File: config.mk
export PLATFORM = sky130hd
export DESIGN_NAME = mem_arbiter
export DESIGN_NICKNAME = d
export VERILOG_FILES = /design/src/rtl/mem_arbiter.sv
export SDC_FILE = /design/constraint.sdc
export NUM_CORES = 1
export LEC_CHECK = 0
export CAP_MARGIN = 20
export CORE_MARGIN = 3
export CORE_UTILIZATION = 25
export CTS_CLUSTER_SIZE = 30
export DETAILED_ROUTE_END_ITERATION = 10
export PLACE_DENSITY_LB_ADDON = 0.08
export SLEW_MARGIN = 10
export SYNTH_ARGS = -nofsm -noshare
export SYNTH_HDL_FRONTEND = slang
export SYNTH_SLANG_ARGS = --single-unit
File: constraint.sdc
create_clock -name clk -period 1.9 [get_ports clk]
set_clock_uncertainty 0.15 [all_clocks]
set_input_delay 0.57 -clock clk [delete_from_list [all_inputs] [get_ports clk]]
set_output_delay 0.57 -clock clk [all_outputs]
set_load 0.005 [all_outputs]
File: src/rtl/mem_arbiter.sv
// Two-port memory arbiter: serialises single accesses from two requesters onto one memory
// port, alternating on ties and answering with an error if memory never completes.

`ifndef MEM_ADDR_SIZE
`define MEM_ADDR_SIZE 8
`endif
`ifndef MEM_WORD_SIZE
`define MEM_WORD_SIZE 8
`endif

module mem_arbiter #(
    parameter int unsigned ADDR_W  = `MEM_ADDR_SIZE,
    parameter int unsigned DATA_W  = `MEM_WORD_SIZE,
    parameter int unsigned TIMEOUT = 64
) (
    input  logic              clk,
    input  logic              reset,
    input  logic              req0,
    input  logic              req1,
    input  logic              wr0,
    input  logic              wr1,
    input  logic [ADDR_W-1:0] addr0,
    input  logic [ADDR_W-1:0] addr1,
    input  logic [DATA_W-1:0] wdata0,
    input  logic [DATA_W-1:0] wdata1,
    output logic              ack0,
    output logic              ack1,
    output logic              err0,
    output logic              err1,
    output logic [DATA_W-1:0] rdata,
    output logic              arbBusy,
    output logic              memReq,
    output logic              memWr,
    output logic [ADDR_W-1:0] memAddr,
    output logic [DATA_W-1:0] memDataIn,
    input  logic              memBusy,
    input  logic [DATA_W-1:0] memDataOut
);

    localparam int unsigned CntW = $clog2(TIMEOUT + 1);

    typedef enum logic [2:0] {
        StIdle,
        StIssue,
        StWaitBusy,
        StWaitDone,
        StResp
    } state_e;

    state_e            state_q, state_d;
    logic [ADDR_W-1:0] addr_q, addr_d;
    logic [DATA_W-1:0] wdata_q, wdata_d;
    logic [DATA_W-1:0] rdata_q, rdata_d;
    logic              wr_q, wr_d;
    logic              port_q, port_d;
    logic              last_grant_q, last_grant_d;
    logic              err_q, err_d;
    logic [CntW-1:0]   cnt_q, cnt_d;
    logic [CntW-1:0]   cnt_inc;
    logic              timed_out;
    logic              grant;

    assign cnt_inc   = cnt_q + CntW'(1);
    assign timed_out = (cnt_inc == CntW'(TIMEOUT));

    always_comb begin
        state_d      = state_q;
        addr_d       = addr_q;
        wdata_d      = wdata_q;
        rdata_d      = rdata_q;
        wr_d         = wr_q;
        port_d       = port_q;
        last_grant_d = last_grant_q;
        err_d        = err_q;
        cnt_d        = cnt_q;
        // On a tie, the port that was not served last wins.
        grant        = (req0 && req1) ? ~last_grant_q : req1;

        unique case (state_q)
            StIdle: begin
                if (req0 || req1) begin
                    state_d      = StIssue;
                    addr_d       = grant ? addr1 : addr0;
                    wdata_d      = grant ? wdata1 : wdata0;
                    wr_d         = grant ? wr1 : wr0;
                    port_d       = grant;
                    last_grant_d = grant;
                    err_d        = 1'b0;
                    cnt_d        = '0;
                end
            end
            StIssue: begin
                state_d = StWaitBusy;
            end
            StWaitBusy: begin
                cnt_d = cnt_inc;
                if (timed_out) begin
                    state_d = StResp;
                    err_d   = 1'b1;
                    rdata_d = '0;
                end else if (memBusy) begin
                    state_d = StWaitDone;
                end
            end
            StWaitDone: begin
                cnt_d = cnt_inc;
                // A completion seen on the last allowed cycle still counts as success.
                if (!memBusy) begin
                    state_d = StResp;
                    if (!wr_q) begin
                        rdata_d = memDataOut;
                    end
                end else if (timed_out) begin
                    state_d = StResp;
                    err_d   = 1'b1;
                    rdata_d = '0;
                end
            end
            StResp: begin
                state_d = StIdle;
            end
            default: begin
                state_d = StIdle;
            end
        endcase
    end

    always_ff @(posedge clk or posedge reset) begin
        if (reset) begin
            state_q      <= StIdle;
            addr_q       <= '0;
            wdata_q      <= '0;
            rdata_q      <= '0;
            wr_q         <= 1'b0;
            port_q       <= 1'b0;
            last_grant_q <= 1'b1;
            err_q        <= 1'b0;
            cnt_q        <= '0;
        end else begin
            state_q      <= state_d;
            addr_q       <= addr_d;
            wdata_q      <= wdata_d;
            rdata_q      <= rdata_d;
            wr_q         <= wr_d;
            port_q       <= port_d;
            last_grant_q <= last_grant_d;
            err_q        <= err_d;
            cnt_q        <= cnt_d;
        end
    end

    assign arbBusy   = (state_q != StIdle);
    assign memReq    = (state_q == StIssue);
    assign memWr     = wr_q;
    assign memAddr   = addr_q;
    assign memDataIn = wdata_q;
    assign ack0      = (state_q == StResp) && !port_q;
    assign ack1      = (state_q == StResp) && port_q;
    assign err0      = ack0 && err_q;
    assign err1      = ack1 && err_q;
    assign rdata     = rdata_q;

endmodule

== Word level (Yosys, flattened, before mapping) ==
Index checks and enable logic that the tools add are counted.
Storage, ports and cells
  flip-flop bits (word level): 38
  word-level logic and storage cells: 59
  output and inout port bits: 31
  bits of input ports: 47
Operators by class
  reductions and logical operators: 18
  $add $sub $neg: 1
  equality and inequality tests: 10
  mux-type cells: 20
  bitwise logic cells: 1
Operators with widths (count)
  2-to-1 mux 8 bit: 5
  case mux 8 bit (2 select lines): 1
  2-to-1 mux 3 bit: 5
  case mux 7 bit (2 select lines): 1
  case mux 3 bit (4 select lines): 1
  != test 3 bit (second input constant): 3
  adder 7 x 1 -> 7 bit (second input constant): 1
  equality test 7 bit (second input constant): 1
  2-to-1 mux 7 bit: 1
  equality test 3 x 2 -> 1 bit (second input constant): 2
  AND reduction 2 bit: 3
  AND reduction 3 bit: 2
  nonzero test 3 bit: 2
  logical AND 1 bit: 5
  2-to-1 mux 1 bit: 5
  != test 2 bit (second input constant): 2
  nonzero test 2 bit: 2
  equality test 3 x 1 -> 1 bit (second input constant): 1
  equality test 3 bit (second input constant): 1
  logical NOT 3 bit: 1
  case mux 1 bit (3 select lines): 1
  OR reduction 2 bit: 1
  logical NOT 1 bit: 1
  logical OR 1 bit: 1
  NOT 1 bit: 1

== Depth between registers and ports, before layout ==
  depth in word-level cells: 5
  depth in mapped cells: 7
  gate-level depth less buffers: 6

== Least setup slack after synthesis ==
OpenSTA, ideal clock, no wires.
  kind: register -> register
  start: register cnt_q[0]
  end: register rdata_q[0], in the netlist rdata[0]
  clock period less this slack: 1.846 ns
  path slack: 0.054 ns
  required time: 1.620 ns
  buffers on the path: 0
  cell stages (with the launch flop): 7
  data arrival time: 1.566 ns
  setup time: 0.130 ns
  cell sequence: dfrtp_1 > ha_1 > xor2_1 > nand4b_1 > a211o_1 > nor3_4 > nor2_1
On the way
  word-level cells in the longest chain between the ends: 5
RTL lines
  start, declared: line 58  | logic [CntW-1:0] cnt_q, cnt_d;
  start signal, assigned: line 148  | cnt_q <= cnt_d;
  adder 7 x 1 -> 7 bit (*): line 63  | assign cnt_inc = cnt_q + CntW'(1);
  equality test 7 bit (*): line 64  | assign timed_out = (cnt_inc == CntW'(TIMEOUT));
  2-to-1 mux 8 bit (*)
  2-to-1 mux 8 bit
  case mux 8 bit (2 select lines) (*)
  end signal, assigned: line 143  | rdata_q <= rdata_d;
  end, declared: line 53  | logic [DATA_W-1:0] rdata_q, rdata_d;
Mark *: on every way between the ends. The rest lies on a longest branch, timed or not.
A chain may end at the register's enable or synchronous reset.

== Final worst setup path ==
  start: register state_q[1]
  end: output arbBusy
On the way
  word-level cells in the longest chain between the ends: 1
RTL lines
  start, declared: line 50  | state_e state_q, state_d;
  start signal, assigned: line 130  | state_q <= StIdle;
  start signal, assigned: line 140  | state_q <= state_d;
  nonzero test 3 bit: line 152  | assign arbBusy = (state_q != StIdle);
  end, declared: line 31  | output logic arbBusy,
Every way passes these cells.

==> metrics <==
outcome finished with violations; failing checks negative setup slack; Yosys reg bits 38; number of flops mapped to enable cells by yosys 0; Critical Path RT between 1000 and 1500 ps; Final WS setup -162 ps; post-layout min period 2060 ps; Crit. End Element output pin; fill count ~700; vias approximately 1700; post-detail-place hpwl approximately 3.7 mm; IO Port Bufs a little under 80; Slew Viols, Final 0; share of post-route cells with drive strength above 1 a little under a quarter; syn avg cell area 10.3 sq um; Fmax roughly 480 MHz; vias in the first global route about 1600; cts bufs inserted 5; CTS tree done; slew of the pin with the lowest slew margin between 200 and 300 ps; Die X approximately 90 microns; H-tree depth reported by CTS 2; pwr/cell area about 1300 nW/um^2; Die Area about 8500 sq um; Ys Warns 0; Mapped Area roughly 1900 sq um; die height 92.0 microns; largest area contributor in the netlist dfrtp_1; CP delay by family, top flip-flops; Ant. Diodes 0; post-synth top area share 50.0%; Crit Path Max Fanout 2; Mapped Nets approximately 230; CTS Sinks 38; Post-Synthesis Cells about 180; later-pin clock latency in the skew report between 200 and 300 ps; Clk pwr share 13.9%; Root Buffer clkbuf_8; unrepaired setup endpoints after global routing yes; ANT nets after route 0; critical path launch point type flip-flop; cell mode on critical path buf_6; I/O pin total 78; Worst EP arrival between 1000 and 1500 ps; DR WL/cell ~14 microns; Comb pwr share between 50% and 60%; GPL Wtd Cong 0.761; crit-path cells buf_6 -> or3_4 -> buf_6; slowest stage delay, CP ~420 ps; Switching Fraction between 30% and 40%; CP max-delay cell dfrtp_1; Final Hold Fails 0; Max clock buf depth 2; final WL 5.27 mm; Synth area leaders dfrtp_1 (50%), mux2i_1 (14%), nor2_1 (6.9%); Power Internal between 2000 and 3000 uW; clock slew at reported path FFs about 80 ps; cell row count 30; class of the tightest hold or removal check reg -> reg; leakage between 0.0015 and 0.002 uW; Hold Buf Count CTS 0; sequential power share 32.4%; critical path class reg -> out; total gr overflow 0; largest net degree at the start of global routing 39; Sw Pwr 1420 uW; Core Region approximately 7000 sq um; P&R area growth vs syn 76.0%; Initial Utilization 26.5%; drt drc 0; Max-slew headroom slightly above 80%; Netlist cell types 39; initial antenna violation count 0; first-pass GRT wire length approximately 8.0 mm; Layout Utilization between 40% and 50%; Max IR drop VDD around 420 uV; Iter 0 DRT Violations 55; nets 340; via/cell ratio between 4 and 5; final setup fails 26; Max Cap Viol 0; Final TNS setup -1550 ps; top_reg_cell synth dfrtp_1; Total Routing Usage GR 11.9%; drt pass-1 iters 4; WP buf/inv 2; Async S/R FF share, synth 100%; Setup Slack @ Placement -238 ps; share of the clock period used by the worst path 109%; post-synthesis sequential area ratio between 50% and 60%
[flip-flops by register name, summed over array words and instances (netlist names)]
register / flops
cnt_q: 7
state_q: 3
rdata: 8
memDataIn: 8
memWr: 1
err_q: 1
memAddr: 8
port_q: 1
last_grant_q: 1
[cell type report]
cell class                      count  area [sq um]  area share [%]
Inverter                            2          7.51           0.231
Tap cell                           96           120            3.69
Sequential cell                    38           952            29.2
Clock buffer                        7          86.3            2.65
Multi-Input combinational cell    131           881            27.0
Clock inverter                      1          5.00           0.154
Timing Repair Buffer              114          1200            37.0
[timing repair]
item / CTS / global route
buffers inserted: 5 / 6
resized for setup: 39 / 28
cloned: 0 / 3
setup endpoints to repair: 15 / 55
pin swaps: 6 / 3
[layer usage]
metal  wire, microns  up-vias  track usage, %
li1                -      849               -
met1            2430      816            15.6
met2            2430       47            17.7
met3             340        6            4.51
met4              70        0            4.46
met5               0        -               0
[final timing paths]
check | start | to | slack [ps] | cells past startpoint
min in group asynchronous | reset | rdata[3] | 480 | 3
worst max register to register | state_q[1] | port_q | -140 | 7
worst max-delay path | state_q[1] | arbBusy | -160 | 3
max in group asynchronous | reset | last_grant_q | 860 | 3
worst min register to register | rdata[1] | rdata[1] | 370 | 2
worst min-delay path | rdata[1] | rdata[1] | 370 | 2
[power groups by stage]
stage | Sequential (uW) | Clock [uW] | Combinational (uW)
2_1_floorplan | 1400 | 0 | 866
3_3_place_gp | 1370 | 0 | 1990
3_5_place_dp | 1380 | 0 | 1990
4_1_cts | 1370 | 615 | 2040
5_1_grt | 1420 | 643 | 2490
6_report | 1370 | 590 | 2270
[tightest hold or removal path, delay by kind of cell (launching register included)]
| kind | cells | cell delay [ps] |
|---|---|---|
| mux | 1 | 60 |
| flops | 1 | 340 |
| simple gates | 1 | 80 |
[metrics by stage]
step	instances	hold WS, ps	total power (uW)	cell area [sq um]
after detailed placement	367	364	3370	2930
after CTS	380	382	4020	3060
final	389	368	4230	3260
after floorplan	179	316	2270	1850
after global routing	389	402	4550	3260
after global placement	367	354	3370	2930
[cell families (layout without fill, tap and decap cells)]
| kind of cell | count (synthesis) | after routing | share of synthesized area [%] |
|---|---|---|---|
| AOI/OAI and AO/OA | 39 | 39 | 12.3 |
| xor gates and xnor gates | 2 | 2 | 0.947 |
| muxes | 27 | 27 | 14.7 |
| buffers and inverters | 10 | 124 | 2.91 |
| adders and majority gates | 1 | 1 | 0.676 |
| and+or+nand+nor | 62 | 62 | 17.0 |
| DFF | 38 | 38 | 51.5 |
[cell usage after synthesis (all sizes together) (2+ instances only)]
cell type and number:
dfrtp 37, nor2 36, mux2i 25, a21oi 19, nand2 10, buf 8
o21ai 8, and2 3, nor3 3, a211oi 2, a31oi 2, and2b 2
inv 2, mux2 2
[layout by cell type (no fill, tap or decap), types with 2 or more instances in the layout]
cell             netlist  layout
a21oi_1               19      19
a31oi_1                2       2
and2_1                 2       2
buf_12                 0       5
buf_2                  7       3
buf_4                  0      24
buf_6                  1       7
clkbuf_16              0       3
clkbuf_8               0       6
clkdlybuf4s50_1        0      47
dfrtp_1               37      37
dlygate4sd2_1          0       8
dlymetal6s2s_1         0      16
inv_1                  2       2
mux2_4                 0       2
mux2i_1               25      25
nand2_1               10       9
nor2_1                34      30
nor2_2                 0       3
nor2_4                 2       3
nor3_1                 2       2
o21ai_0                8       8
Note: power is estimated with default switching activity, not from simulation.
